## config.mk

```make
export PLATFORM = sky130hd
export DESIGN_NAME = wb_arbiter2
export DESIGN_NICKNAME = d
export VERILOG_FILES = /design/src/rtl/wb_pkg.sv /design/src/rtl/wb_watchdog.sv /design/src/rtl/wb_arbiter2.sv
export SDC_FILE = /design/constraint.sdc
export NUM_CORES = 1
export LEC_CHECK = 0
export CORE_AREA = 2 2 117 119
export CTS_CLUSTER_SIZE = 10
export DETAILED_ROUTE_END_ITERATION = 10
export DIE_AREA = 0 0 119 121
export HOLD_SLACK_MARGIN = 0.03
export PLACE_DENSITY = 0.59
export SLEW_MARGIN = 20
export SYNTH_ARGS = -nofsm -noshare
export SYNTH_HDL_FRONTEND = slang
export SYNTH_HIERARCHICAL = 1
export SYNTH_SLANG_ARGS = --single-unit
```

## constraint.sdc

```tcl
create_clock -name clk -period 2.58 [get_ports clk]
set_input_delay 0.516 -clock clk [delete_from_list [all_inputs] [get_ports clk]]
set_output_delay 0.516 -clock clk [all_outputs]
set_load 0.01 [all_outputs]
```

## src/rtl/wb_pkg.sv

```systemverilog
// Shared Wishbone definitions for the bus arbiter and its helpers.
//   WB_AW / WB_DW   : address and data widths of the shared slave bus
//   arb_state_e     : arbiter state encoding (idle, granted to m0, granted to m1)
//   TO_DATA_DEFAULT : read data returned to a master whose transfer timed out
package wb_pkg;

  localparam int unsigned WB_AW = 32;
  localparam int unsigned WB_DW = 32;

  localparam logic [WB_DW-1:0] TO_DATA_DEFAULT = 32'hDEAD_BEEF;

  typedef enum logic [1:0] {
    ARB_IDLE = 2'd0,
    ARB_G0   = 2'd1,
    ARB_G1   = 2'd2
  } arb_state_e;

endpackage

```

## src/rtl/wb_watchdog.sv

```systemverilog
// Bus watchdog: counts cycles spent waiting for an ACK and flags when the limit is reached.
//   clk_i      : clock
//   rst_i      : synchronous active-high reset
//   en_i       : count this cycle (transfer in progress, no ACK yet)
//   clr_i      : return the counter to zero (takes priority over en_i)
//   expired_o  : counter has reached TIMEOUT-1; qualify with the wait condition externally
module wb_watchdog #(
  parameter int unsigned TO_W    = 8,
  parameter int unsigned TIMEOUT = 200
) (
  input  logic clk_i,
  input  logic rst_i,
  input  logic en_i,
  input  logic clr_i,
  output logic expired_o
);

  localparam logic [TO_W-1:0] Limit = TO_W'(TIMEOUT - 1);

  logic [TO_W-1:0] cnt_q, cnt_d;

  always_comb begin
    cnt_d = cnt_q;
    if (clr_i) begin
      cnt_d = '0;
    end else if (en_i) begin
      cnt_d = cnt_q + 1'b1;
    end
  end

  always_ff @(posedge clk_i) begin
    if (rst_i) begin
      cnt_q <= '0;
    end else begin
      cnt_q <= cnt_d;
    end
  end

  assign expired_o = (cnt_q == Limit);

endmodule

```

## src/rtl/wb_arbiter2.sv

```systemverilog
// Two-master round-robin Wishbone arbiter with a bus watchdog.
//   clk, rst                          : clock, synchronous active-high reset
//   m0_* / m1_*                       : master ports (STB held until ACK)
//   s_*                               : shared slave bus towards WB_intercon
//   gnt                               : one-hot current grant {m1,m0}, 00 when idle
//   err, err_master, err_clr          : sticky timeout flag, culprit master, clear
// A grant lasts exactly one transfer and is always followed by an idle cycle, so a master
// that keeps STB high through its ACK is arbitrated again as a fresh request.
module wb_arbiter2
  import wb_pkg::*;
#(
  parameter int unsigned       TO_W    = 8,
  parameter int unsigned       TIMEOUT = 200,
  parameter logic [WB_DW-1:0]  TO_DATA = TO_DATA_DEFAULT
) (
  input  logic             clk,
  input  logic             rst,
  input  logic             m0_STB,
  input  logic             m0_WE,
  input  logic [WB_AW-1:0] m0_ADDR,
  input  logic [WB_DW-1:0] m0_DAT_I,
  output logic [WB_DW-1:0] m0_DAT_O,
  output logic             m0_ACK,
  input  logic             m1_STB,
  input  logic             m1_WE,
  input  logic [WB_AW-1:0] m1_ADDR,
  input  logic [WB_DW-1:0] m1_DAT_I,
  output logic [WB_DW-1:0] m1_DAT_O,
  output logic             m1_ACK,
  output logic             s_STB,
  output logic             s_WE,
  output logic [WB_AW-1:0] s_ADDR,
  output logic [WB_DW-1:0] s_DAT_O,
  input  logic [WB_DW-1:0] s_DAT_I,
  input  logic             s_ACK,
  output logic [1:0]       gnt,
  output logic             err,
  output logic             err_master,
  input  logic             err_clr
);

  arb_state_e state_q, state_d;
  logic       last_q, last_d;
  logic       err_q, err_d;
  logic       err_master_q, err_master_d;

  logic       granted, sel, cur_stb, done, timeout, wd_expired;
  logic       ack_out;
  logic [WB_DW-1:0] rd_data;

  assign granted = (state_q != ARB_IDLE);
  assign sel     = (state_q == ARB_G1);
  assign cur_stb = sel ? m1_STB : m0_STB;
  assign done    = granted & cur_stb & s_ACK;
  // A real ACK in the expiry cycle wins over the timeout.
  assign timeout = granted & cur_stb & ~s_ACK & wd_expired;

  wb_watchdog #(
    .TO_W    (TO_W),
    .TIMEOUT (TIMEOUT)
  ) u_watchdog (
    .clk_i     (clk),
    .rst_i     (rst),
    .en_i      (granted & ~s_ACK),
    .clr_i     (~granted | ~cur_stb | done | timeout),
    .expired_o (wd_expired)
  );

  // Next state, round-robin bookkeeping and error capture.
  always_comb begin
    state_d      = state_q;
    last_d       = last_q;
    err_d        = err_q;
    err_master_d = err_master_q;
    unique case (state_q)
      ARB_IDLE: begin
        if (m0_STB && m1_STB) begin
          state_d = last_q ? ARB_G0 : ARB_G1;
        end else if (m0_STB) begin
          state_d = ARB_G0;
        end else if (m1_STB) begin
          state_d = ARB_G1;
        end
      end
      ARB_G0, ARB_G1: begin
        // Abort (STB dropped) returns to idle without touching last.
        if (!cur_stb || done || timeout) begin
          state_d = ARB_IDLE;
        end
        if (done || timeout) begin
          last_d = sel;
        end
      end
      default: state_d = ARB_IDLE;
    endcase
    if (err_clr) begin
      err_d = 1'b0;
    end
    if (timeout) begin
      err_d        = 1'b1;
      err_master_d = sel;
    end
  end

  // Forwarding muxes; everything idles at zero when nothing is granted.
  assign rd_data = timeout ? TO_DATA : s_DAT_I;
  assign ack_out = (done | timeout) & ~rst;

  always_comb begin
    s_STB    = 1'b0;
    s_WE     = 1'b0;
    s_ADDR   = '0;
    s_DAT_O  = '0;
    m0_ACK   = 1'b0;
    m0_DAT_O = '0;
    m1_ACK   = 1'b0;
    m1_DAT_O = '0;
    if (granted) begin
      s_STB   = cur_stb & ~timeout & ~rst;
      s_WE    = sel ? m1_WE : m0_WE;
      s_ADDR  = sel ? m1_ADDR : m0_ADDR;
      s_DAT_O = sel ? m1_DAT_I : m0_DAT_I;
      if (sel) begin
        m1_ACK   = ack_out;
        m1_DAT_O = rd_data;
      end else begin
        m0_ACK   = ack_out;
        m0_DAT_O = rd_data;
      end
    end
  end

  always_ff @(posedge clk) begin
    if (rst) begin
      state_q      <= ARB_IDLE;
      last_q       <= 1'b1;
      err_q        <= 1'b0;
      err_master_q <= 1'b0;
    end else begin
      state_q      <= state_d;
      last_q       <= last_d;
      err_q        <= err_d;
      err_master_q <= err_master_d;
    end
  end

  assign gnt        = {state_q == ARB_G1, state_q == ARB_G0};
  assign err        = err_q;
  assign err_master = err_master_q;

endmodule
```

## After elaboration in Yosys (flattened, before gate mapping)

Index checks and enable logic that the tools add are counted.

- Register bits: 13
- Memories kept: 0
- Bits in writable memories: 0
- Output and inout bits: 136
- Latch bits: 0
- Memory bits (read-only): 0

- Shift-type cells: 0
- $add $sub $neg: 1
- Divide/modulo/power cells: 0
- Reduce and logical (&&, ||, !) cells: 12
- $mul: 0
- Muxes and demuxes: 25
- Bitwise operators: 17
- Magnitude comparators: 0
- Equality and inequality tests: 5

Operator list:

| operator | number |
|---|---|
| 2-to-1 mux 32 bit | 9 |
| 2-to-1 mux 1 bit | 10 |
| 2-to-1 mux 2 bit | 5 |
| adder 8 x 1 -> 8 bit (second input constant) | 1 |
| AND 1 bit | 8 |
| equality test 8 bit (second input constant) | 1 |
| inverter 1 bit | 5 |
| inequality test 4 bit (second input constant) | 1 |
| OR 1 bit | 4 |
| one-hot mux 2 bit (2 select lines) | 1 |
| AND reduction 2 bit | 2 |
| nonzero test 2 bit | 2 |
| OR reduction 2 bit | 2 |
| logical OR 1 bit | 3 |
| equality test 2 x 1 -> 1 bit (second input constant) | 1 |
| equality test 2 bit (second input constant) | 1 |
| zero test 2 bit | 1 |
| inequality test 2 bit (second input constant) | 1 |
| logical AND 1 bit | 1 |
| zero test 1 bit | 1 |

## Logic depth before layout (Yosys ltp)

Gate-level depths: netlist of the first run.

- Depth in word-level cells: 9
- Depth in mapped cells: 9
- Mapped depth without buffers: 6

## Cells and area by module

The synthesis of the first run kept the hierarchy.

Modules (own cells, without submodules):

| module | cells an instance | area an instance (um^2) | times used | sequential area each (um^2) |
|---|---|---|---|---|
| wb_arbiter2 | 266 | 1869.3 | 1 | 100.1 |
| wb_watchdog | 43 | 379.1 | 1 | 160.2 |

## Worst setup path after synthesis of the first run

No wires, ideal clock.

- Path type: register to output
- From: reg u_watchdog.cnt_q[0]
- To: out m0_DAT_O[28]
- Slack: 0.315 ns
- Buffers on the path: 1
- Data arrival time: 1.749 ns
- Stages on the path, launching flop included: 8
- Cells stage by stage: dfxtp_1 -> ha_1 -> nand4bb_1 -> nor3_1 -> nor2b_1 -> nor3b_2 -> buf_2 -> o21a_1

- Cells in the longest elaborated chain, start to end: 5

RTL lines:

| element | RTL line | text |
|---|---|---|
| start, declared | wb_watchdog.sv:20 | `logic [TO_W-1:0] cnt_q, cnt_d;` |
| start signal, assigned | wb_watchdog.sv:35 | `cnt_q <= cnt_d;` |
| equality test 8 bit | wb_watchdog.sv:39 | `assign expired_o = (cnt_q == Limit);` |
| net wd_expired | wb_arbiter2.sv:47 | `logic granted, sel, cur_stb, done, timeout, wd_expired;` |
| AND 1 bit | wb_arbiter2.sv:56 | `assign timeout = granted & cur_stb & ~s_ACK & wd_expired;` |
| 2-to-1 mux 32 bit | wb_arbiter2.sv:106 | `assign rd_data = timeout ? TO_DATA : s_DAT_I;` |
| 2-to-1 mux 32 bit | wb_arbiter2.sv:123 | `if (sel) begin` |
| 2-to-1 mux 32 bit | wb_arbiter2.sv:118 | `if (granted) begin` |
| end, declared | wb_arbiter2.sv:22 | `output logic [WB_DW-1:0] m0_DAT_O,` |

The timed path passes the listed nets, and every way through them passes these cells.

## Worst setup path in the final report of the first run

- From: reg u_watchdog.cnt_q[1]
- To: out m0_DAT_O[10]

The elaborated chain is that of the path after synthesis.

==> impl_metrics.prom, run 1 <==
# TYPE chip_impl_metric gauge
chip_impl_metric{name="synth-seq-cells",unit=""} 13
chip_impl_metric{name="antenna_violations_before_repair",unit=""} 0
chip_impl_metric{name="clkLatencyLatePin",unit="ns"} 0.24
chip_impl_metric{name="finalSetupViolCount",unit=""} 32
chip_impl_info{name="criticalPathCategory",value="flip-flop to output pin"} 1
chip_impl_metric{name="fin_crit",unit="ns"} 2.709
chip_impl_metric{name="via_count_of_the_first_global_routing_pass",unit=""} 3557
chip_impl_metric{name="place_ws",unit="ns"} -0.3274
chip_impl_metric{name="design.die.area",unit="um2"} 14400
chip_impl_metric{name="syn_area",unit="um2"} 2248
chip_impl_metric{name="asyncSetResetFlopFracSynth",unit="%"} 0
chip_impl_metric{name="multi_input_comb_area",unit="um2"} 1927
chip_impl_info{name="outcome",value="finished, violations left"} 1
chip_impl_info{name="cts_tree",value="built"} 1
chip_impl_metric{name="drt_first_iter_violations",unit=""} 124
chip_impl_metric{name="rows",unit=""} 42
chip_impl_info{name="critPathLaunchType",value="flip-flop"} 1
chip_impl_metric{name="die_height",unit="um"} 121
chip_impl_metric{name="vias",unit=""} 3514
chip_impl_metric{name="nNetsFinal",unit=""} 808
chip_impl_metric{name="achievable-frequency",unit="MHz"} 369.2
chip_impl_metric{name="first_drt_pass_iteration_count",unit=""} 4
chip_impl_metric{name="pin_count",unit=""} 304
chip_impl_info{name="violated_checks",value="negative setup slack"} 1
chip_impl_metric{name="start_util",unit="%"} 17.18
chip_impl_metric{name="timing.clock.skew",unit="ns"} 0.002084
chip_impl_metric{name="report.final.slew_viol_count",unit=""} 0
chip_impl_metric{name="layout-drive-gt1-share",unit="%"} 18.45
chip_impl_metric{name="dpl.hpwl",unit="um"} 10140
chip_impl_metric{name="irDropWorstVdd",unit="mV"} 0.2179
chip_impl_metric{name="cap_violations",unit=""} 0
chip_impl_metric{name="worst-path-max-fanout",unit=""} 6
chip_impl_metric{name="cts_hold_repair.buffers",unit=""} 0
chip_impl_metric{name="worst_slack",unit="ns"} -0.1287
chip_impl_metric{name="yosysSeqAreaShare",unit="%"} 11.57
chip_impl_metric{name="grt_use_total",unit="%"} 16.62
chip_impl_metric{name="synth_enable_flop_cells",unit=""} 0
chip_impl_metric{name="clk_transition_reported_paths",unit="ns"} 0.05
chip_impl_info{name="cp-end-kind",value="output pin"} 1
chip_impl_metric{name="worstPathRequired",unit="ns"} 2.06
chip_impl_metric{name="grt_max_degree",unit=""} 59
chip_impl_metric{name="tns",unit="ns"} -1.939
chip_impl_metric{name="cts_made_buffers",unit=""} 3
chip_impl_metric{name="core",unit="um2"} 13090
chip_impl_metric{name="clockBufferDepth",unit=""} 2
chip_impl_metric{name="wl",unit="um"} 13280
chip_impl_metric{name="power.density_cell_area",unit="nW/um2"} 341.4
chip_impl_metric{name="relSlewSlack",unit="%"} 75.84
chip_impl_metric{name="syn2layout_area_growth",unit="%"} 159.3
chip_impl_metric{name="leakagePower",unit="uW"} 0.002649
chip_impl_metric{name="yosys_warnings",unit=""} 6
chip_impl_metric{name="synthesized_netlist_net_count",unit=""} 482
chip_impl_metric{name="netlist_cell_types",unit=""} 37
chip_impl_metric{name="detail-route-antenna-nets",unit=""} 0
chip_impl_metric{name="n_fill_cell",unit=""} 1316
chip_impl_metric{name="worst_pin_slew",unit="ns"} 0.3624
chip_impl_info{name="setup_repair_after_global_routing_missed_its_margin",value="true"} 1
chip_impl_metric{name="antenna-diode-count",unit=""} 0
chip_impl_metric{name="numPlacedInstances",unit=""} 786
chip_impl_info{name="clockRootBuffer",value="sky130_fd_sc_hd__clkbuf_16"} 1
chip_impl_metric{name="cts_max_level",unit=""} 1
chip_impl_metric{name="fin_cells",unit=""} 810
chip_impl_metric{name="grt_pass1_wl",unit="um"} 19150
chip_impl_metric{name="wl_per_cell",unit="um"} 16.40
chip_impl_metric{name="final_util",unit="%"} 44.55
chip_impl_metric{name="final-seq-area",unit="um2"} 262.8
chip_impl_metric{name="vias_per_cell",unit=""} 4.338
chip_impl_metric{name="port_buffers",unit=""} 303
chip_impl_metric{name="die_w",unit="um"} 119
chip_impl_metric{name="syn_area_per_cell",unit="um2"} 7.276
chip_impl_metric{name="syn_inst",unit=""} 309
chip_impl_info{name="worst_hold_path_type",value="flip-flop to flip-flop"} 1
chip_impl_info{name="synth_flop_cell",value="sky130_fd_sc_hd__dfxtp_1"} 1
chip_impl_metric{name="crit_arrival",unit="ns"} 2.19
chip_impl_metric{name="finalHoldViolations",unit=""} 0
chip_impl_metric{name="timing.final.crit_share",unit="%"} 105.0
chip_impl_metric{name="clkSinkCount",unit=""} 13
chip_impl_metric{name="post-route-drc-count",unit=""} 0
chip_impl_metric{name="gr-total-overflow",unit=""} 0
chip_impl_metric{name="gpl.final_weighted_congestion",unit=""} 0.7559
final cells by class:
type / count / share of cell area (%)
multi-input combinational: 263 / 33.05
inverter: 3 / 0.1932
clock buffer: 4 / 1.352
timing repair buffer: 351 / 57.12
tap: 176 / 3.778
sequential: 13 / 4.507
registers in the layout, summed over array words and instances, names as in the netlist:
name / count
err: 1
err_master: 1
last_q: 1
u_watchdog/cnt_q: 8
state_q: 2
cell usage after synthesis (3+ instances only):
cell type	count	area share [%]
sky130_fd_sc_hd__nor2_1	76	13
sky130_fd_sc_hd__nand2_1	5	0.83
sky130_fd_sc_hd__clkbuf_1	7	1.2
sky130_fd_sc_hd__inv_1	3	0.50
sky130_fd_sc_hd__buf_2	15	3.3
sky130_fd_sc_hd__and2_1	16	4.5
sky130_fd_sc_hd__nand4_1	3	0.83
sky130_fd_sc_hd__mux2i_1	69	31
sky130_fd_sc_hd__buf_1	6	1.0
sky130_fd_sc_hd__ha_1	5	2.8
sky130_fd_sc_hd__nand2b_1	4	1.1
sky130_fd_sc_hd__o21a_1	49	16
sky130_fd_sc_hd__nor4_1	3	0.83
sky130_fd_sc_hd__nor2b_1	4	1.1
sky130_fd_sc_hd__xor2_1	3	1.2
sky130_fd_sc_hd__dfxtp_1	13	12
worst paths after layout:
path | startpoint | end | slack (ns) | depth (start not counted)
setup / recovery | u_watchdog/cnt_q[1]$_SDFFE_PP0P_ | m0_DAT_O[10] | -0.13 | 12
hold / removal | err_master$_SDFFE_PP0P_ | err_master$_SDFFE_PP0P_ | 0.48 | 2
setup reg to reg | u_watchdog/cnt_q[1]$_SDFFE_PP0P_ | err_master$_SDFFE_PP0P_ | 0.50 | 12
hold reg to reg | err_master$_SDFFE_PP0P_ | err_master$_SDFFE_PP0P_ | 0.48 | 2
timing repair:
item | 4_1_cts | 5_1_grt
gates resized for setup | 287 | 22
gates cloned | 7 | 1
buffers inserted | 15 | 0
pin swaps | 2 | 6
endpoints found under the setup margin | 124 | 71
stage by stage:
step,instance area (um2),hold WS [ns],power [uW]
2_1_floorplan,2248,0.4713,891.5
3_3_place_gp,5622,0.4757,1825
3_5_place_dp,5622,0.4904,1829
4_1_cts,5832,0.4990,1981
5_1_grt,5829,0.5228,2116
6_report,5829,0.4843,1990
layer usage:
metal / wire length (um) / global-route usage (%)
met5: 0 / 0
met4: 157 / 3.199
met3: 1142 / 4.605
met2: 6921 / 32.00
met1: 5061 / 18.12
placed cells by master (no fill, tap or decap), types with 2 or more instances in the layout:
cell type / n
sky130_fd_sc_hd__a21boi_0: 2
sky130_fd_sc_hd__a21oi_1: 2
sky130_fd_sc_hd__and2_1: 16
sky130_fd_sc_hd__buf_12: 4
sky130_fd_sc_hd__buf_16: 5
sky130_fd_sc_hd__buf_2: 46
sky130_fd_sc_hd__buf_4: 27
sky130_fd_sc_hd__buf_6: 12
sky130_fd_sc_hd__clkbuf_16: 4
sky130_fd_sc_hd__clkdlybuf4s15_1: 9
sky130_fd_sc_hd__clkdlybuf4s50_1: 184
sky130_fd_sc_hd__dfxtp_1: 11
sky130_fd_sc_hd__dfxtp_2: 2
sky130_fd_sc_hd__dlygate4sd2_1: 54
sky130_fd_sc_hd__dlymetal6s2s_1: 8
sky130_fd_sc_hd__ha_1: 2
sky130_fd_sc_hd__ha_4: 2
sky130_fd_sc_hd__inv_1: 2
sky130_fd_sc_hd__mux2_2: 2
sky130_fd_sc_hd__mux2i_1: 66
sky130_fd_sc_hd__mux2i_4: 2
sky130_fd_sc_hd__nand2_1: 5
sky130_fd_sc_hd__nand2b_1: 4
sky130_fd_sc_hd__nand4_1: 3
sky130_fd_sc_hd__nor2_1: 76
sky130_fd_sc_hd__nor2b_1: 2
sky130_fd_sc_hd__nor2b_4: 2
sky130_fd_sc_hd__nor4_1: 2
sky130_fd_sc_hd__o21a_1: 49
sky130_fd_sc_hd__o21ai_0: 2
sky130_fd_sc_hd__or3_1: 2
sky130_fd_sc_hd__xor2_1: 3
critical path, stage by stage, from the launching register on:
cell and delay [ns]:
sky130_fd_sc_hd__dfxtp_2 0.35, sky130_fd_sc_hd__ha_4 0.14, sky130_fd_sc_hd__nand4bb_1 0.12, sky130_fd_sc_hd__nor3_2 0.16, sky130_fd_sc_hd__nor2b_4 0.20, sky130_fd_sc_hd__buf_6 0.10
sky130_fd_sc_hd__nor3b_4 0.21, sky130_fd_sc_hd__buf_6 0.15, sky130_fd_sc_hd__buf_12 0.11, sky130_fd_sc_hd__buf_16 0.12, sky130_fd_sc_hd__buf_6 0.08, sky130_fd_sc_hd__o21a_1 0.10
sky130_fd_sc_hd__buf_2 0.12
power breakdown:
part | internal (uW) | total, uW | leakage (uW) | switching, uW
sequential | 208 | 212 | 0.000106 | 4.41
clock | 209 | 296 | 0.0000382 | 87.3
combinational | 797 | 1480 | 0.00250 | 686
total | 1210 | 1990 | 0.00265 | 777
kinds of logic after synthesis:
kind of cell | count (synthesis) | synth area share, %
fa+ha+maj | 5 | 2.782
xor+xnor | 4 | 1.558
flops | 13 | 11.57
buf+inv | 33 | 6.678
compound gates | 62 | 20.53
mux | 71 | 31.72
simple gates | 121 | 25.15
Power figures use the tool's default switching activity.
==> run 2, diff against run 1 <==
--- a/config.mk
+++ b/config.mk
@@ -5,12 +5,14 @@
 export SDC_FILE = /design/constraint.sdc
 export NUM_CORES = 1
 export LEC_CHECK = 0
-export CORE_AREA = 2 2 117 119
+export CELL_PAD_IN_SITES_DETAIL_PLACEMENT = 2
+export CELL_PAD_IN_SITES_GLOBAL_PLACEMENT = 2
+export CORE_ASPECT_RATIO = 0.7
+export CORE_UTILIZATION = 10
 export CTS_CLUSTER_SIZE = 10
 export DETAILED_ROUTE_END_ITERATION = 10
-export DIE_AREA = 0 0 119 121
 export HOLD_SLACK_MARGIN = 0.03
-export PLACE_DENSITY = 0.59
+export PLACE_DENSITY = 0.77
 export SLEW_MARGIN = 20
 export SYNTH_ARGS = -nofsm -noshare
 export SYNTH_HDL_FRONTEND = slang
==> run 2 against run 1 <==
- the flow still finishes with violations (negative setup slack)
- via count rose by 2.8%
- critical path type unchanged
- critical path depth shrank 2
- largest cell class unchanged
- die area is 60% higher
- worst hold slack got worse by 0.010 ns
- global-route usage shrank 4.4 points
- setup slack improved by 0.025 ns
==> impl_metrics.prom, run 2 (same netlist as run 1, synthesis figures left out) <==
# TYPE chip_impl_metric gauge
chip_impl_info{name="outcome",value="finished, violations left"} 1
chip_impl_info{name="violated_checks",value="negative setup slack"} 1
chip_impl_metric{name="critical_path_buf_inv_count",unit=""} 4
chip_impl_info{name="largest-register",value="u_watchdog/cnt_q"} 1
chip_impl_metric{name="place_ws",unit="ns"} -0.3369
chip_impl_metric{name="die_w",unit="um"} 181.2
chip_impl_metric{name="fin_crit",unit="ns"} 2.683
chip_impl_info{name="cpLargestDelayFamily",value="simple AND/OR/NAND/NOR gates"} 1
chip_impl_info{name="mostFrequentLayoutCells",value="sky130_fd_sc_hd__clkdlybuf4s50_1 (203), sky130_fd_sc_hd__nor2_1 (76), sky130_fd_sc_hd__mux2i_1 (68)"} 1
chip_impl_metric{name="first_drt_pass_iteration_count",unit=""} 4
chip_impl_metric{name="largest_register_ffs",unit=""} 8
chip_impl_metric{name="syn2layout_area_growth",unit="%"} 169.5
chip_impl_metric{name="wl",unit="um"} 15180
chip_impl_metric{name="worst_slack",unit="ns"} -0.1034
chip_impl_metric{name="via_count_of_the_first_global_routing_pass",unit=""} 3824
chip_impl_metric{name="vias",unit=""} 3611
chip_impl_info{name="regToRegEndpoint",value="state_q[1]$_SDFFE_PP0P_"} 1
chip_impl_metric{name="post-route-drc-count",unit=""} 0
chip_impl_metric{name="antenna-diode-count",unit=""} 0
chip_impl_metric{name="finalSetupViolCount",unit=""} 49
chip_impl_metric{name="grt_max_degree",unit=""} 46
chip_impl_info{name="critPathLaunchType",value="flip-flop"} 1
chip_impl_metric{name="achievable-frequency",unit="MHz"} 372.7
chip_impl_metric{name="gr-total-overflow",unit=""} 0
chip_impl_metric{name="slowest_stage_delay_cp",unit="ns"} 0.35
chip_impl_metric{name="clockBufferDepth",unit=""} 2
chip_impl_metric{name="irDropWorstVdd",unit="mV"} 0.2521
chip_impl_metric{name="dpl.hpwl",unit="um"} 12040
chip_impl_info{name="source_of_the_worst_register_to_register_timing_path",value="state_q[0]$_SDFFE_PP0P_"} 1
chip_impl_metric{name="antenna_violations_before_repair",unit=""} 0
chip_impl_metric{name="design_power_total",unit="uW"} 2188
chip_impl_metric{name="drt_first_iter_violations",unit=""} 52
chip_impl_info{name="worst_hold_path_type",value="flip-flop to flip-flop"} 1
chip_impl_info{name="criticalPathCategory",value="flip-flop to output pin"} 1
chip_impl_metric{name="cts_hold_repair.buffers",unit=""} 0
chip_impl_metric{name="core",unit="um2"} 21850
chip_impl_metric{name="r2r_setup_slack",unit="ns"} 0.48
chip_impl_metric{name="relSlewSlack",unit="%"} 74.96
chip_impl_metric{name="clkSinkCount",unit=""} 13
chip_impl_metric{name="nNetsFinal",unit=""} 813
chip_impl_info{name="cp-end-kind",value="output pin"} 1
chip_impl_metric{name="cts_max_level",unit=""} 1
chip_impl_metric{name="worst_hold_path.num_cells",unit=""} 2
chip_impl_info{name="layout.cells.most_common",value="sky130_fd_sc_hd__clkdlybuf4s50_1"} 1
chip_impl_metric{name="report.final.slew_viol_count",unit=""} 0
chip_impl_metric{name="wl_per_cell",unit="um"} 16.49
chip_impl_metric{name="crit_arrival",unit="ns"} 2.17
chip_impl_metric{name="leakagePower",unit="uW"} 0.002648
chip_impl_info{name="reg_top3",value="u_watchdog/cnt_q x8, state_q x2"} 1
chip_impl_info{name="clockRootBuffer",value="sky130_fd_sc_hd__clkbuf_16"} 1
chip_impl_metric{name="layout-drive-gt1-share",unit="%"} 22.85
chip_impl_metric{name="timing.final.crit_share",unit="%"} 104.0
chip_impl_metric{name="port_buffers",unit=""} 303
chip_impl_info{name="holdPathEnd",value="err_master$_SDFFE_PP0P_"} 1
chip_impl_metric{name="design.die.area",unit="um2"} 23100
chip_impl_metric{name="grt_use_total",unit="%"} 12.23
chip_impl_metric{name="start_util",unit="%"} 10.29
chip_impl_metric{name="rows",unit=""} 45
chip_impl_metric{name="clk_transition_reported_paths",unit="ns"} 0.05
chip_impl_metric{name="worstPathRequired",unit="ns"} 2.06
chip_impl_info{name="cells_along_the_critical_path",value="ha_4 -> nand4bb_1 -> nor3_2 -> buf_4 -> nor2b_4 -> nor3b_4 -> buf_12 -> clkbuf_16 -> o21a_1 -> buf_2"} 1
chip_impl_metric{name="die_height",unit="um"} 127.5
chip_impl_metric{name="worst-path-max-fanout",unit=""} 12
chip_impl_metric{name="pin_count",unit=""} 304
chip_impl_metric{name="power.density_cell_area",unit="nW/um2"} 361.2
chip_impl_metric{name="n_fill_cell",unit=""} 2521
chip_impl_info{name="setup_repair_after_global_routing_missed_its_margin",value="true"} 1
chip_impl_metric{name="cap_violations",unit=""} 0
chip_impl_metric{name="final_util",unit="%"} 27.74
chip_impl_info{name="worst_path_max_delay_cell",value="sky130_fd_sc_hd__dfxtp_2"} 1
chip_impl_metric{name="worst_pin_slew",unit="ns"} 0.3652
chip_impl_metric{name="cts_made_buffers",unit=""} 3
chip_impl_metric{name="detail-route-antenna-nets",unit=""} 0
chip_impl_metric{name="timing.hold.ws",unit="ns"} 0.4739
chip_impl_metric{name="grt_pass1_wl",unit="um"} 22290
chip_impl_metric{name="r2r_cells",unit=""} 8
chip_impl_metric{name="gpl.final_weighted_congestion",unit=""} 0.7465
chip_impl_metric{name="clkLatencyLatePin",unit="ns"} 0.25
chip_impl_metric{name="vias_per_cell",unit=""} 3.921
chip_impl_info{name="cts_tree",value="built"} 1
chip_impl_metric{name="finalHoldViolations",unit=""} 0
chip_impl_info{name="hold_path_startpoint",value="err_master$_SDFFE_PP0P_"} 1
chip_impl_metric{name="timing.clock.skew",unit="ns"} 0.003041
==> run 2: metal layers <==
| layer | track usage [%] | share of wire [%] | up-vias |
|---|---|---|---|
| met5 | 0 | 0 | - |
| met4 | 1.496 | 0.53 | 0 |
| met3 | 1.881 | 5.0 | 6 |
| met2 | 20.57 | 47 | 137 |
| met1 | 16.85 | 47 | 1746 |
| li1 | - | - | 1722 |
==> run 2: report_power, final <==
| group | internal (uW) | switching, uW | total, uW |
|---|---|---|---|
| sequential | 207 | 5.14 | 212 |
| clock | 209 | 93.8 | 303 |
| combinational | 935 | 738 | 1670 |
| total | 1350 | 837 | 2190 |
==> run 2: area by class of cell <==
class	instances	area [um2]	area share, %
clock buffers	4	78.83	1.301
inverters	3	11.26	0.1858
multi-input cells	263	1961	32.36
flip-flops and latches	13	262.8	4.336
well taps	282	352.8	5.823
repair buffers	356	3393	56.00
==> run 2: worst reg2reg max path, cell delays in order, from the launching register on <==
cell                      delay (ns)
sky130_fd_sc_hd__dfxtp_1        0.32
sky130_fd_sc_hd__inv_2          0.11
sky130_fd_sc_hd__ha_4           0.20
sky130_fd_sc_hd__buf_4          0.12
sky130_fd_sc_hd__buf_4          0.10
sky130_fd_sc_hd__mux2_2         0.36
sky130_fd_sc_hd__buf_4          0.14
sky130_fd_sc_hd__a32oi_1        0.26
sky130_fd_sc_hd__mux2_2         0.37
==> run 2: through the flow <==
| stage | setup TNS (ns) | cell area (um2) | std cells |
|---|---|---|---|
| after global placement | -14.51 | 5827 | 900 |
| after global routing | -7.991 | 6060 | 921 |
| final | -3.569 | 6060 | 921 |
| after floorplan | 0 | 2248 | 309 |
| after CTS | -2.999 | 5983 | 920 |
| after detailed placement | -18.89 | 5827 | 900 |
==> run 2: worst max path at each step <==
stage | cells after the start | endpoint | slack, ns | startpoint
4_1_cts | 11 | m1_DAT_O[8] | -0.16 | u_watchdog/cnt_q[0]$_SDFFE_PP0P_
3_3_place_gp | 6 | m0_DAT_O[5] | -0.26 | s_ACK
5_1_grt | 10 | m0_DAT_O[10] | -0.19 | u_watchdog/cnt_q[0]$_SDFFE_PP0P_
2_1_floorplan | 7 | m0_DAT_O[28] | 0.31 | u_watchdog/cnt_q[0]$_SDFFE_PP0P_
3_5_place_dp | 6 | m0_DAT_O[27] | -0.34 | s_ACK
6_report | 10 | m1_DAT_O[11] | -0.10 | u_watchdog/cnt_q[0]$_SDFFE_PP0P_
==> run 2: what timing repair did <==
item                                    4_1_cts  5_1_grt
setup buffers                                11        3
resized for setup                           270       72
pin swaps                                     3       13
endpoints found under the setup margin      126       83
gates cloned                                  5        1
endpoints found under the hold margin         0        0
